==> src/rtl/hazard_forward_unit.sv <==
// hazard_forward_unit
//
// Hazard controller for the five-stage pipeline, sitting beside the ID/EX boundary.
//   - EX operand forwarding (EX/MEM beats MEM/WB, x0 never forwarded)
//   - load-use stall detection
//   - multi-cycle MDU stall sequencer (IDLE -> MDU_BUSY -> MDU_LAST)
//   - branch flush control
//   - saturating stall / flush event counters
//
// Ports
//   clk, reset                  clock, synchronous active-high reset
//   ifid_*                      source registers of the instruction in ID
//   idex_*                      register indices and control of the instruction in EX
//   exmem_*, memwb_*            destination register and write enable of later stages
//   branch_taken                EX resolved a taken branch or jump
//   forward_a, forward_b        operand select: 00 regfile, 10 EX/MEM, 01 MEM/WB
//   pc_write, ifid_write,
//   idex_write                  pipeline register enables
//   idex_bubble, exmem_bubble   NOP insertion into ID/EX, EX/MEM
//   ifid_flush                  clear IF/ID
//   mdu_busy                    MDU stall active
//   stall_count, flush_count    saturating event counters
module hazard_forward_unit #(
    parameter int unsigned REG_ADDR_W  = 5,
    parameter int unsigned MDU_LATENCY = 4,
    parameter int unsigned CNT_W       = 16
) (
    input  logic                  clk,
    input  logic                  reset,
    input  logic [REG_ADDR_W-1:0] ifid_rs1,
    input  logic [REG_ADDR_W-1:0] ifid_rs2,
    input  logic                  ifid_uses_rs1,
    input  logic                  ifid_uses_rs2,
    input  logic [REG_ADDR_W-1:0] idex_rs1,
    input  logic [REG_ADDR_W-1:0] idex_rs2,
    input  logic [REG_ADDR_W-1:0] idex_rd,
    input  logic                  idex_mem_read,
    input  logic                  idex_reg_write,
    input  logic                  idex_mdu_start,
    input  logic [REG_ADDR_W-1:0] exmem_rd,
    input  logic                  exmem_reg_write,
    input  logic [REG_ADDR_W-1:0] memwb_rd,
    input  logic                  memwb_reg_write,
    input  logic                  branch_taken,
    output logic [1:0]            forward_a,
    output logic [1:0]            forward_b,
    output logic                  pc_write,
    output logic                  ifid_write,
    output logic                  idex_write,
    output logic                  idex_bubble,
    output logic                  exmem_bubble,
    output logic                  ifid_flush,
    output logic                  mdu_busy,
    output logic [CNT_W-1:0]      stall_count,
    output logic [CNT_W-1:0]      flush_count
);

    // Counter must hold MDU_LATENCY-2; keep at least one bit when MDU stalling is disabled.
    localparam int unsigned CntW   = (MDU_LATENCY > 1) ? $clog2(MDU_LATENCY) : 1;
    localparam int unsigned LoadV  = (MDU_LATENCY >= 2) ? (MDU_LATENCY - 2) : 0;
    localparam logic [CntW-1:0] CntLoad = CntW'(LoadV);
    localparam bit MduEn = (MDU_LATENCY >= 2);
    localparam bit MduShort = (MDU_LATENCY == 2);

    typedef enum logic [1:0] {StIdle, StMduBusy, StMduLast} state_e;

    state_e          state_q, state_d;
    logic [CntW-1:0] cnt_q, cnt_d;
    logic [CNT_W-1:0] stall_count_q, stall_count_d;
    logic [CNT_W-1:0] flush_count_q, flush_count_d;

    logic loaduse;
    logic mdu_stall;
    logic lu_stall;
    logic flush_acc;

    function automatic logic [1:0] fwd_sel(
        input logic [REG_ADDR_W-1:0] rs,
        input logic [REG_ADDR_W-1:0] ex_rd,
        input logic                  ex_we,
        input logic [REG_ADDR_W-1:0] wb_rd,
        input logic                  wb_we
    );
        logic [1:0] sel;
        sel = 2'b00;
        if (ex_we && (ex_rd != '0) && (ex_rd == rs)) begin
            sel = 2'b10;
        end else if (wb_we && (wb_rd != '0) && (wb_rd == rs)) begin
            sel = 2'b01;
        end
        return sel;
    endfunction

    always_comb begin
        loaduse = idex_mem_read && idex_reg_write && (idex_rd != '0) &&
                  ((ifid_uses_rs1 && (idex_rd == ifid_rs1)) ||
                   (ifid_uses_rs2 && (idex_rd == ifid_rs2)));
    end

    // Next-state and event decode.
    always_comb begin
        state_d   = state_q;
        cnt_d     = cnt_q;
        mdu_stall = 1'b0;
        lu_stall  = 1'b0;
        flush_acc = 1'b0;
        if (!reset) begin
            case (state_q)
                StIdle, StMduLast: begin
                    if (state_q == StMduLast) begin
                        state_d = StIdle;
                    end
                    if (branch_taken) begin
                        flush_acc = 1'b1;
                    end else if (MduEn && idex_mdu_start && (state_q == StIdle)) begin
                        // The release cycle ignores start: the same op is still in ID/EX.
                        mdu_stall = 1'b1;
                        if (MduShort) begin
                            state_d = StMduLast;
                        end else begin
                            cnt_d   = CntLoad;
                            state_d = StMduBusy;
                        end
                    end else if (loaduse) begin
                        lu_stall = 1'b1;
                    end
                end
                StMduBusy: begin
                    mdu_stall = 1'b1;
                    if (cnt_q == CntW'(1)) begin
                        state_d = StMduLast;
                    end else begin
                        cnt_d = cnt_q - CntW'(1);
                    end
                end
                default: state_d = StIdle;
            endcase
        end

        stall_count_d = stall_count_q;
        if ((mdu_stall || lu_stall) && (stall_count_q != '1)) begin
            stall_count_d = stall_count_q + CNT_W'(1);
        end
        flush_count_d = flush_count_q;
        if (flush_acc && (flush_count_q != '1)) begin
            flush_count_d = flush_count_q + CNT_W'(1);
        end
    end

    // Outputs: all zero-latency from current state and inputs.
    always_comb begin
        forward_a    = 2'b00;
        forward_b    = 2'b00;
        pc_write     = 1'b1;
        ifid_write   = 1'b1;
        idex_write   = 1'b1;
        idex_bubble  = 1'b0;
        exmem_bubble = 1'b0;
        ifid_flush   = 1'b0;
        mdu_busy     = 1'b0;
        if (!reset) begin
            forward_a = fwd_sel(idex_rs1, exmem_rd, exmem_reg_write, memwb_rd, memwb_reg_write);
            forward_b = fwd_sel(idex_rs2, exmem_rd, exmem_reg_write, memwb_rd, memwb_reg_write);
        end
        if (mdu_stall) begin
            pc_write     = 1'b0;
            ifid_write   = 1'b0;
            idex_write   = 1'b0;
            exmem_bubble = 1'b1;
            mdu_busy     = 1'b1;
        end
        if (lu_stall) begin
            pc_write    = 1'b0;
            ifid_write  = 1'b0;
            idex_bubble = 1'b1;
        end
        if (flush_acc) begin
            ifid_flush  = 1'b1;
            idex_bubble = 1'b1;
        end
    end

    assign stall_count = stall_count_q;
    assign flush_count = flush_count_q;

    always_ff @(posedge clk) begin
        if (reset) begin
            state_q       <= StIdle;
            cnt_q         <= '0;
            stall_count_q <= '0;
            flush_count_q <= '0;
        end else begin
            state_q       <= state_d;
            cnt_q         <= cnt_d;
            stall_count_q <= stall_count_d;
            flush_count_q <= flush_count_d;
        end
    end

endmodule

==> config.mk <==
export PLATFORM = sky130hd
export DESIGN_NAME = hazard_forward_unit
export DESIGN_NICKNAME = d
export VERILOG_FILES = /design/src/rtl/hazard_forward_unit.sv
export SDC_FILE = /design/constraint.sdc
export NUM_CORES = 1
export LEC_CHECK = 0
export ABC_AREA = 1
export CAP_MARGIN = 20
export CORE_MARGIN = 10
export CORE_UTILIZATION = 41
export CTS_CLUSTER_SIZE = 28
export DETAILED_ROUTE_END_ITERATION = 7
export GPL_ROUTABILITY_DRIVEN = 1
export PLACE_DENSITY = 0.86
export SETUP_SLACK_MARGIN = 0.05
export SLEW_MARGIN = 10
export SYNTH_ARGS = -nofsm -noshare
export SYNTH_HDL_FRONTEND = slang
export SYNTH_SLANG_ARGS = --single-unit
==> constraint.sdc <==
create_clock -name clk -period 1.6 [get_ports clk]
set_clock_uncertainty 0.2 [all_clocks]
set_input_delay 0.32 -clock clk [delete_from_list [all_inputs] [get_ports clk]]
set_output_delay 0.32 -clock clk [all_outputs]
set_load 0.05 [all_outputs]
==> impl_metrics.json, run 1 <==
{
  "outcome": "did not finish",
  "lastStage": "5_1_grt",
  "error": "[ERROR DPL-0038] Utilization greater than 100%, impossible to legalize",
  "pre_cts_slack_ns": -0.8110,
  "rows": 28,
  "synthCells": 389,
  "root_buffer": "clkbuf_8",
  "numPortBuffers": 87,
  "synth_area_leaders": "dfxtp_1 (28%), nand2_1 (16%), xor2_1 (7.6%)",
  "grt_max_degree": 31,
  "endpoint_type": "output port",
  "synthArstFlopShare_pct": 0,
  "cts_buffer_depth": 2,
  "dp_hpwl_um": 8272,
  "ios": 88,
  "cts_buffers": 5,
  "avgSynthCellArea_um2": 6.504,
  "gp_routability_congestion": 0.9255,
  "worst_endpoint": "ifid_write",
  "synth_edf_count": 0,
  "ys_types": 33,
  "ys_ff_latch": 36,
  "htree_levels": 2,
  "ys_warn_count": 0,
  "initial_core_util_pct": 42.48,
  "seq_area_frac_synth_pct": 28.49,
  "syn-num-nets": 437,
  "clock-sinks": 36,
  "syn_area_mm2": 0.002530,
  "yosys.area.top_type": "dfxtp_1",
  "synth_flop_cell": "dfxtp_1",
  "die_h_um": 98.55,
  "synth.top_cell.area_share_pct": 28.49,
  "die_w_um": 98.55,
  "hold_buffers": 0
}
-- cell families after synthesis --
kind of cell,Yosys count,share of synthesized area [%]
flip-flops,36,28.49
buffers and inverters,54,9.001
adder cells (fa/ha/maj),3,1.484
XOR/XNOR,39,13.50
AND/OR/NAND/NOR,217,37.93
AO/OA/AOI/OAI,40,9.595
-- through the flow --
stage / std cells / util, % / cell area, µm²
floorplan: 389 / - / 2728
CTS: 652 / 94.33 / 5618
detailed placement: 622 / 77.25 / 4601
global placement: 622 / 77.25 / 4601
-- repair_timing --
item | 4_1_cts
hold endpoints to repair | 0
resized for setup | 299
endpoints found under the setup margin | 43
pin swaps | 89
gates cloned | 4
setup buffers | 18
-- synthesized netlist by cell type, types with 4 or more instances --
cell / n
o21ai_0: 7
inv_2: 7
a21oi_2: 8
buf_4: 4
nand2_1: 105
nor2_1: 42
inv_1: 35
a21oi_1: 20
dfxtp_1: 36
xnor2_1: 17
xor2_1: 22
nor3_1: 12
nand3_1: 37
nand4_1: 4
==> run 2, diff against run 1 <==
- CORE_UTILIZATION: 41 -> 40
- CTS_CLUSTER_SIZE: 28 -> default
- PLACE_DENSITY: 0.86 -> default
- PLACE_DENSITY_LB_ADDON: default -> 0.15
- SETUP_SLACK_MARGIN: 0.05 -> default
- clock period: 1.6 -> 2.1 ns (I/O delays scaled with it)
==> run 2 against run 1 <==
The flow now finishes without violations. Synthesized cell count unchanged. Area after synthesis unchanged.
==> impl_metrics.json, run 2 <==
{
  "synth-simple-area-share_pct": 37.93,
  "die_w_um": 99.53,
  "vdd_drop_max_mv": 0.2851,
  "avgSynthCellArea_um2": 6.504,
  "max_slew_margin_pct": 72.61,
  "drt-total-wl_um": 7745,
  "fin_tns_setup_ns": 0,
  "top_layer": "met4",
  "power_leakage_nw": 1.686,
  "initial_core_util_pct": 41.99,
  "syn2layout_area_growth_pct": 53.76,
  "first_global_vias": 2785,
  "clkLatencyLatePin_ns": 0.29,
  "cts_buffer_depth": 2,
  "rsz0062_at_grt": "yes",
  "cp.required_ns": 1.48,
  "yosys.area.top_type": "dfxtp_1",
  "setup_slack_ns": 0.01691,
  "synth_area_leaders": "dfxtp_1 (28%), nand2_1 (16%), xor2_1 (7.6%)",
  "cp-start-kind": "flop",
  "wl_met2_um": 4154,
  "synth_top_family_by_area": "simple AND/OR/NAND/NOR gates",
  "mostFrequentLayoutCells": "nand2_1 (97), buf_4 (68), nor2_1 (37)",
  "critPathBufInv": 4,
  "drt-met1-wl_um": 3169,
  "powerDensity_mw_per_mm2": 422.4,
  "ys_warn_count": 0,
  "yosys-top-cells-count": "nand2_1 (105), nor2_1 (42), nand3_1 (37)",
  "ios": 88,
  "setup_viol": 0,
  "firstDrtPassIters": 4,
  "grt_pass1_wl_um": 12990,
  "root_buffer": "clkbuf_8",
  "dr_total_vias": 2832,
  "path_cells": "inv_1 > nor2_2 > inv_2 > nand2_2 > nand2_8 > nand2_4 > clkinvlp_4 > buf_12",
  "drt_iter0_drc": 55,
  "clkTransAtPathRegs_ns": 0.07,
  "grt_max_degree": 22,
  "synth-xor-area-share_pct": 13.50,
  "min_period_ns": 2.083,
  "syn_area_mm2": 0.002530,
  "crit_slowest_cell": "dfxtp_4",
  "hold_viol_final": 0,
  "rows": 28,
  "synth-compound-area-share_pct": 9.594,
  "die_area_mm2": 0.009906,
  "synth_fa_ha_area_share_pct": 1.484,
  "numPortBuffers": 87,
  "dp_hpwl_um": 6172,
  "critPathKind": "reg -> out",
  "synthMuxAreaShare_pct": 0,
  "post-route-period-util_pct": 99.19,
  "avgRoutedWirePerCell_um": 13.35,
  "synth.most_common_cell": "nand2_1",
  "antenna_found_initial": 0,
  "grt_usage_pct": 15.35,
  "path_delay_family": "buffers and inverters",
  "die_h_um": 99.53,
  "seq_area_frac_synth_pct": 28.49,
  "avgViaCountPerCell": 4.883,
  "ys_ff_latch": 36,
  "diodes": 0,
  "syn-num-nets": 437,
  "synth_flop_cell": "dfxtp_1",
  "cts_tree": "done",
  "pre_cts_slack_ns": -0.4788,
  "synthCells": 389,
  "synth_edf_count": 0,
  "critPathArrivalTime_ns": 1.46,
  "hold_buffers": 0,
  "max_stage_delay_ns": 0.37,
  "grt_overflow": 0,
  "core-area_mm2": 0.006026,
  "drive_above_1_share_pct": 36.63,
  "maxCapViolations": 0,
  "cp_max_fo": 3,
  "clock-sinks": 36,
  "synthArstFlopShare_pct": 0,
  "fmax_mhz": 480.1,
  "wl_met3_um": 336,
  "hold_class": "reg -> reg",
  "htree_levels": 2,
  "gp_routability_congestion": 0.8457,
  "end_kind": "output port",
  "worst_slew_pin_slew_ns": 0.4095,
  "hold_ws_ns": 0.2782,
  "ys_types": 33,
  "final_common_cell": "nand2_1",
  "outcome": "finished clean",
  "ant_nets": 0,
  "nets": 552,
  "drv_slew": 0,
  "cts_buffers": 5,
  "drc_errors": 0,
  "synth.top_cell.area_share_pct": 28.49
}
## run 2: cell counts after synthesis
Identical to the previous run, type by type.
## run 2: stage by stage
stage / util (%) / cell area, µm² / total power [mW] / instances
3_5_place_dp: 61.98 / 3735 / 1.130 / 571
4_1_cts: 64.06 / 3860 / 1.649 / 581
2_1_floorplan: - / 2651 / 0.9311 / 389
6_report: 64.56 / 3890 / 1.643 / 580
3_3_place_gp: 61.98 / 3735 / 1.124 / 571
5_1_grt: 64.56 / 3890 / 1.719 / 580
## run 2: area by class of cell
type                            count  area (µm²)
Timing Repair Buffer              119       989.7
Multi-Input combinational cell    299        1787
Sequential cell                    36       730.7
Fill cell                         581        2136
Clock buffer                        7       86.33
Clock inverter                      1       7.507
Tap cell                           75       93.84
Inverter                           43       195.2
## run 2: logic make-up after synthesis
family,Yosys count
and+or+nand+nor,217
buffers and inverters,54
AOI/OAI and AO/OA,40
xor gates and xnor gates,39
DFF,36
adders and majority gates,3
## run 2: tightest hold or removal path: stages (launching register included)
cell	delay, ns
dfxtp_1	0.30
inv_1	0.06
a211oi_1	0.07
## run 2: power by group
group	leakage, nW	internal, mW	switching (mW)
sequential	0.294	0.694	0.00960
clock	0.0445	0.267	0.255
combinational	1.35	0.185	0.233
## run 2: repair_timing
| item | 4_1_cts | 5_1_grt |
|---|---|---|
| setup endpoints to repair | 24 | 12 |
| buffers inserted | 2 | 0 |
| pin swaps | 41 | 33 |
| resized for setup | 153 | 40 |
## run 2: final timing paths
kind	endpoint	from	depth (start not counted)	slack [ns]
max	pc_write	state_q[0]	8	0.02
max reg2reg	stall_count[7]	stall_count[0]	9	0.17
min reg2reg	cnt_q[1]	cnt_q[1]	2	0.28
min	cnt_q[1]	cnt_q[1]	2	0.28
## run 2: layer usage
layer / vias up / global-route usage, %
met1: 1297 / 17.21
met3: 11 / 3.599
met2: 52 / 28.46
met5: - / 0
li1: 1472 / -
met4: 0 / 3.418
No activity file was read; power rests on OpenSTA's default activity.
==> run 3, diff against run 2 <==
- HOLD_SLACK_MARGIN: default -> 0.08
==> results of run 3 <==
Same layout as run 2: the final DEF is identical, and so are final timing and power.
==> run 4, diff against run 3 <==
- SLEW_MARGIN: 10 -> 20
- clock period: 2.1 -> 2.45 ns (I/O delays scaled with it)
==> run 4 against run 3 <==
Combinational power shrank 24%. Sequential share of layout area grew 0.21 points. Worst hold slack gained 0.0065 ns. Flip-flop and latch count is the same. Count of clock-buffer cells in the layout shrank 1. Wire length shrank 5.4%. Register-to-register slack gained 0.16 ns. Critical path depth shrank 2. Design area shrank 2.5%. Total power shrank 12%. First-iteration DRC count grew 140%.
==> impl_metrics.json, run 4 (synthesized netlist as in run 2, its figures left out) <==
{
  "syn2layout_area_growth_pct": 49.95,
  "nets": 537,
  "multi_input_area_mm2": 0.001659,
  "avgRoutedWirePerCell_um": 12.96,
  "first_global_vias": 2693,
  "fmax_mhz": 424.1,
  "crit_slowest_cell": "dlygate4sd2_1",
  "dp_hpwl_um": 5774,
  "die_w_um": 99.53,
  "busiest_layer": "met2",
  "core-area_mm2": 0.006026,
  "dr_total_vias": 2739,
  "max_slew_margin_pct": 65.40,
  "maxCapViolations": 0,
  "powerDensity_mw_per_mm2": 382.3,
  "grt_use_met1_pct": 17.15,
  "drc_errors": 0,
  "seq_area_um2": 720.7,
  "firstDrtPassIters": 4,
  "post_cts_buffers": 0,
  "cts_buffers": 5,
  "min_period_ns": 2.358,
  "drv_slew": 0,
  "grt_max_degree": 20,
  "ant_nets": 0,
  "rows": 28,
  "cp_max_fo": 3,
  "critPathBufInv": 2,
  "root_buffer": "clkbuf_8",
  "setup_slack_ns": 0.09199,
  "drt-total-wl_um": 7324,
  "power_leakage_nw": 1.599,
  "setup_viol": 0,
  "met2_usage_pct": 23.50,
  "clock-sinks": 36,
  "fin_util_pct": 62.96,
  "ios": 88,
  "numPortBuffers": 87,
  "vdd_drop_max_mv": 0.2773,
  "drive_above_1_share_pct": 15.92,
  "rrSetupSlack_ns": 0.33,
  "htree_levels": 2,
  "grt_util_met3_pct": 5.606,
  "max_stage_delay_ns": 0.28,
  "avgViaCountPerCell": 4.848,
  "cts_tree": "done",
  "cp-start-kind": "primary input",
  "grt_overflow": 0,
  "critPathArrivalTime_ns": 1.67,
  "die_area_mm2": 0.009906,
  "drt_iter0_drc": 134,
  "path_delay_family": "simple AND/OR/NAND/NOR gates",
  "path_cells": "dlygate4sd2_1 > xor2_1 > nor3_2 > nand3_2 > nor3b_4 > buf_12",
  "post-route-period-util_pct": 96.25,
  "die_h_um": 99.53,
  "antenna_found_initial": 0,
  "clkLatencyLatePin_ns": 0.30,
  "gp_routability_congestion": 0.8801,
  "outcome": "finished clean",
  "hold_class": "reg -> reg",
  "cts_buffer_depth": 2,
  "pre_cts_slack_ns": -0.2053,
  "dp.cells": 557,
  "mostFrequentLayoutCells": "nand2_1 (103), nor2_1 (39), nand3_1 (36), dfxtp_1 (36), clkdlybuf4s50_1 (36)",
  "critPathKind": "in -> out",
  "clkTransAtPathRegs_ns": 0.07,
  "num-fill-cells": 588,
  "grt_pass1_wl_um": 12210,
  "grt_usage_pct": 14.49,
  "fin_tns_setup_ns": 0,
  "worst_slew_pin_slew_ns": 0.5173,
  "initial_core_util_pct": 41.99,
  "fin_cells": 565,
  "final_common_cell": "nand2_1",
  "end_kind": "output port",
  "diodes": 0,
  "hold_viol_final": 0,
  "cp.required_ns": 1.76
}
==> run 4: cell types whose count changed in the layout (fill, tap and decap cells not counted), moves of 5 or more <==
| cell | delta |
|---|---|
| dfxtp_1 | +6 |
| nand2_1 | +6 |
| nand2_2 | -5 |
| clkbuf_2 | -8 |
| dfxtp_2 | -5 |
| xor2_1 | +5 |
| clkdlybuf4s50_1 | +35 |
| buf_4 | -49 |
| xor2_2 | -5 |
| dlymetal6s2s_1 | +7 |
| dlygate4sd2_1 | +21 |
| buf_6 | -5 |
| buf_2 | -14 |
==> run 4: repair_timing <==
item                       in CTS  in global routing
setup endpoints to repair       7                  9
cloned                          0                  0
hold buffers                    0                  0
gates resized for setup        45                 20
pin swaps                      13                 25
==> run 4: path summary, 6_finish.rpt <==
check                                    start         endpoint  depth (start not counted)
worst max-delay path               memwb_rd[4]     forward_a[0]                          6
worst min-delay path                  cnt_q[1]         cnt_q[1]                          2
worst max register to register  flush_count[0]  flush_count[11]                          8
worst min register to register        cnt_q[1]         cnt_q[1]                          2
==> run 4: worst register-to-register path, stage by stage (launching register included) <==
cell and delay [ns]:
dfxtp_1 0.42, ha_1 0.23, nand3_1 0.10, nor2_1 0.24, nand3_1 0.10, nand2_1 0.20
clkinv_1 0.30, nand2_1 0.16, a21oi_1 0.07
==> run 4: area by class of cell <==
class	count	area share, %
multi-input cells	299	43.73
inverters	43	4.354
flip-flops and latches	36	19.00
well taps	75	2.474
clock inverters	2	0.9235
clock buffers	6	1.913
repair buffers	104	27.61
==> run 4: metrics by stage <==
| stage | area, µm² | total power [mW] | hold WS, ns |
|---|---|---|---|
| 6_report | 3794 | 1.450 | 0.2848 |
| 2_1_floorplan | 2551 | 0.7824 | 0.2382 |
| 4_1_cts | 3755 | 1.455 | 0.2861 |
| 3_5_place_dp | 3637 | 0.9450 | 0.2719 |
| 5_1_grt | 3794 | 1.507 | 0.3122 |
| 3_3_place_gp | 3637 | 0.9396 | 0.2564 |
==> run 4: report_power, final <==
group | switching (mW) | internal, mW
clock | 0.226 | 0.302
sequential | 0.0101 | 0.594
combinational | 0.177 | 0.140
total | 0.414 | 1.04
==> run 4: routing by layer <==
| metal | up-vias | share of wire (%) |
|---|---|---|
| met1 | 1207 | 45 |
| met5 | - | 0 |
| met4 | 0 | 1.2 |
| met3 | 7 | 8.5 |
| li1 | 1444 | - |
| met2 | 81 | 45 |
==> edit 1: new RTL, flow settings as in run 2 <==
Re-encode `state_e` (3 states) as one-hot, 3 bits wide.
--- a/src/rtl/hazard_forward_unit.sv
+++ b/src/rtl/hazard_forward_unit.sv
@@ -62,7 +62,7 @@
     localparam bit MduEn = (MDU_LATENCY >= 2);
     localparam bit MduShort = (MDU_LATENCY == 2);
 
-    typedef enum logic [1:0] {StIdle, StMduBusy, StMduLast} state_e;
+    typedef enum logic [2:0] {StIdle = 3'b001, StMduBusy = 3'b010, StMduLast = 3'b100} state_e;
 
     state_e          state_q, state_d;
     logic [CntW-1:0] cnt_q, cnt_d;
Function: no difference found for any inputs over 10 cycles, from zero or initial values and one cycle with reset high; not proved beyond that.
==> edit 1 against run 2 <==
  * The run now ends with negative setup slack left
  * Largest power group unchanged
  * Wire length up 2.2%
  * Critical path type is now input pin to output port
  * Power rose by 1.7%
  * Sequential power grew 2%
  * Worst hold slack got worse by 0.0098 ns
  * Die area grew 5.7%
  * First-iteration DRC count unchanged
  * Area after synthesis grew 7.2%
  * Sequential cell count is 1 higher
  * Worst setup slack worse by 0.12 ns
  * Design area up 6.1%
==> edit 1: results (changes against run 2) <==
status finished, violations left (was finished, final reports clean); failing checks negative setup slack; wl on met1 3.41 mm (was 3.17 mm); net count after synthesis 450 (was 437); Total GRT Usage 0.153 (about the same); Clock Pin Slew Worst Setup and Hold Paths 0.07 ns (about the same); fillers 595 (was 581); routed via count 2904 (was 2832); clock power share 0.334 (was 0.317); final setup vio count 5 (was 0); Lkg Pwr 1.76 nW (was 1.69 nW); Post-DP Area 0.00385 sq mm (was 0.00373 sq mm); Detailed Place HPWL 6.20 mm (was 6.17 mm); Synth area leaders dfxtp_1 (27%), nand2_1 (14%), xor2_1 (7.1%), inv_1 (5.8%), nand3_1 (5.7%) (was dfxtp_1 (28%), nand2_1 (16%), xor2_1 (7.6%), nand3_1 (7.3%), nor2_1 (6.2%)); Crit Reg-Reg Endpoint flush_count[4]$_SDFFE_PP0P_ (was stall_count[7]$_SDFFE_PP0P_); number of global-route vias before repair 2958 (was 2785); Post-CTS Resized 143 (was 153); first-pass GRT wire length 13.4 mm (was 13.0 mm); Logic pwr share 0.236 (was 0.254); Synth Area in Adders 0.0138 (was 0.0148); GR Util met2 0.270 (was 0.285); Seq power 0.719 mW (was 0.704 mW); pwr/cell area 405 mW/mm^2 (was 422 mW/mm^2); post-CTS setup buffers 7 (was 2); clock network share of area 0.0245 (was 0.0241); Global Route met1 Usage 0.182 (was 0.172); FFs & Latches 37 (was 36); CP Capture Point ifid_write (was pc_write); Max VDD drop 0.000260 V (was 0.000285 V); Signal buffers 117 (was 119); HP Class flop to flop (unchanged); part of the Yosys area used for sequential elements 0.273 (was 0.285); metal3 WL 512 microns (was 336 microns); Yosys cell types 38 (was 33); initial drt markers 55 (unchanged); post-synthesis xor/xnor area fraction 0.103 (was 0.135); commonest cells in the netlist nand2_1 (104), inv_1 (42), dfxtp_1 (37), nor2_1 (36), nand3_1 (31) (was nand2_1 (105), nor2_1 (42), nand3_1 (37), dfxtp_1 (36), inv_1 (35)); fraction of layout cells with a size suffix above 1 0.361 (was 0.366); DR WL/cell 13.4 microns (about the same); met2 wire length 3.92 mm (was 4.15 mm); M3 GR Usage 0.0432 (was 0.0360); setup ws final -0.108 ns (was 0.0169 ns); Inverters 54 (was 43); pin count of the biggest net entering global routing 25 (was 22); CP Launch Point branch_taken (was state_q[0]$_SDFFE_PP0P_); Multi-input gate area 0.00188 sq mm (was 0.00179 sq mm); Signal buf overhead 0.263 (was 0.254); Seq. cell area 744 sq um (was 731 sq um); R2R Path Start flush_count[0]$_SDFFE_PP0P_ (was stall_count[0]$_SDFFE_PP0P_); Final Wtd Congestion 0.819 (was 0.846); Net Sw Power 0.483 mW (was 0.497 mW); number of inserted diodes 0 (unchanged); flop-to-flop setup slack 0.24 ns (was 0.17 ns); Worst-Margin Slew 0.372 ns (was 0.409 ns); Synth Area in Compound Gates 0.101 (was 0.0959); critical path arrival 1.59 ns (was 1.46 ns); nets 562 (was 552)
==> edit 1: cell count changes after synthesis, moves of 3 or more <==
cell / change
nor2_1: -6
o21ai_1: +7
inv_2: +5
nor3_2: +4
inv_1: +7
a21oi_1: -3
xnor2_1: -7
o21ai_0: -3
nand3_1: -6
nand3_2: +8
==> edit 1: worst max-delay path, cell delays in order <==
cell,delay [ns]
clkdlybuf4s15_2,0.27
inv_12,0.08
and3_4,0.17
nand3_2,0.06
nor2_2,0.11
nand2_2,0.08
nand2_4,0.10
clkinvlp_4,0.13
buf_12,0.17
==> edit 1: through the flow <==
| stage | hold WS [ns] | std cells | util | setup slack [ns] |
|---|---|---|---|---|
| detailed placement | 0.258 | 578 | 0.596 | -0.421 |
| floorplan | 0.239 | 402 | - | -0.206 |
| global route | 0.296 | 592 | 0.639 | -0.197 |
| CTS | 0.269 | 592 | 0.629 | -0.0877 |
| finish | 0.268 | 592 | 0.639 | -0.108 |
| global placement | 0.250 | 578 | 0.596 | -0.414 |
==> edit 2: new RTL, flow settings as in run 2 <==
Without the edit above. `MDU_LATENCY`: 4 -> 2.
--- a/src/rtl/hazard_forward_unit.sv
+++ b/src/rtl/hazard_forward_unit.sv
@@ -22,7 +22,7 @@
 //   stall_count, flush_count    saturating event counters
 module hazard_forward_unit #(
     parameter int unsigned REG_ADDR_W  = 5,
-    parameter int unsigned MDU_LATENCY = 4,
+    parameter int unsigned MDU_LATENCY = 2,
     parameter int unsigned CNT_W       = 16
 ) (
     input  logic                  clk,
Behaviour: not the same (Yosys sat finds a counterexample within 4 cycles, from zero or initial values and one cycle with reset high).
==> edit 2 against run 2 <==
  * The flow now finishes with violations (negative setup slack)
  * Sequential share of layout area down 0.65 points
  * Sequential cell count shrank 1
  * Power is 1.9% higher
  * Worst setup slack got worse by 0.053 ns
  * Register-to-register slack better by 0.04 ns
  * Wire length decreased by 3.5%
  * Design area up 0.42%
  * Die area decreased by 0.75%
  * Largest power group unchanged
  * Highest routed layer unchanged
  * Area after synthesis fell by 0.94%
  * Count of clock-buffer cells in the layout fell by 1
==> edit 2: results (changes against run 2) <==
status finished, violations left (was finished, final reports clean); failing checks negative setup slack; Synth Area in Adders 0.00999 (was 0.0148); final setup vio count 1 (was 0); vias per inst 4.82 (was 4.88); commonest cells in the netlist nand2_1 (86), inv_1 (58), nor2_1 (56), dfxtp_1 (35), nand3_1 (30) (was nand2_1 (105), nor2_1 (42), nand3_1 (37), dfxtp_1 (36), inv_1 (35)); Final Wtd Congestion 0.915 (was 0.846); flop-to-flop setup slack 0.21 ns (was 0.17 ns); FF-to-FF path depth 11 (was 9); Crit Reg-Reg Endpoint stall_count[4]$_SDFFE_PP0P_ (was stall_count[7]$_SDFFE_PP0P_); Yosys cell types 34 (was 33); final hold slack 0.239 ns (was 0.278 ns); switching power share of the total 0.278 (was 0.302); Hold Crit Endpoint state_q[0]$_SDFFE_PP0P_ (was cnt_q[1]$_SDFFE_PP0P_); crit-path leading delay family simple AND/OR/NAND/NOR gates (was buffers and inverters); setup ws final -0.0362 ns (was 0.0169 ns); nets 562 (was 552); CP Launch Point idex_rs1[2] (was state_q[0]$_SDFFE_PP0P_); Rel. slew slack 0.708 (was 0.726); Hold Startpoint cnt_q$_SDFFE_PP0P_ (was cnt_q[1]$_SDFFE_PP0P_); metal3 WL 738 microns (was 336 microns); critical path arrival 1.52 ns (was 1.46 ns); Detailed Place HPWL 5.98 mm (was 6.17 mm); DRT Wirelength 7.47 mm (was 7.75 mm); met2 wire length 3.54 mm (was 4.15 mm); slowest library cell on the worst path nor3b_4 (was dfxtp_4); Max VDD drop 0.000310 V (was 0.000285 V); wl on met1 3.12 mm (was 3.17 mm); number of global-route vias before repair 2639 (was 2785); Post-CTS Resized 136 (was 153); fraction of layout cells with a size suffix above 1 0.344 (was 0.366)
## edit 2: changes by cell type after synthesis, moves of 3 or more
cell / before / now
inv_1: 35 / 58
xor2_1: 22 / 12
nand3_2: 0 / 3
o21ai_0: 7 / 13
nand3b_1: 1 / 4
nand4_1: 4 / 8
nand3_1: 37 / 30
xnor2_1: 17 / 11
nand2_1: 105 / 86
inv_2: 7 / 4
a211oi_1: 3 / 0
nor2_1: 42 / 56
a21oi_2: 8 / 1
## edit 2: logic make-up after synthesis
kind of cell    after synthesis
flops                        35
buf+inv                      73
xor+xnor                     23
fa+ha+maj                     2
simple gates                225
compound gates               40
## edit 2: layer usage
layer	vias to the layer above	GRT usage
met4	0	0.0375
met5	-	0
li1	1494	-
met1	1268	0.165
met2	74	0.234
met3	6	0.0657
## edit 2: worst max path at each step
stage                         to  slack, ns  depth (start not counted)
CTS                     pc_write      -0.06                          7
finish              forward_a[0]      -0.04                          7
global route        forward_a[0]      -0.09                          7
global placement    forward_b[1]      -0.40                          8
floorplan               pc_write      -0.14                          9
detailed placement  forward_a[0]      -0.42                          7
## edit 2: cell type report
| cell class | count | area, sq um |
|---|---|---|
| Tap cell | 75 | 93.8 |
| Fill cell | 574 | 2080 |
| Multi-Input combinational cell | 290 | 1700 |
| Clock inverter | 1 | 30.0 |
| Clock buffer | 6 | 72.6 |
| Timing Repair Buffer | 120 | 1060 |
| Sequential cell | 35 | 708 |
| Inverter | 63 | 245 |
## edit 2: per-stage QoR
step	instances	setup slack (ns)	cell area [sq um]	TNS [ns]
floorplan	398	-0.137	2570	-0.214
global route	590	-0.0899	3910	-0.333
global placement	581	-0.396	3700	-10.02
detailed placement	581	-0.417	3700	-10.47
CTS	590	-0.0628	3830	-0.236
finish	590	-0.0362	3910	-0.0362
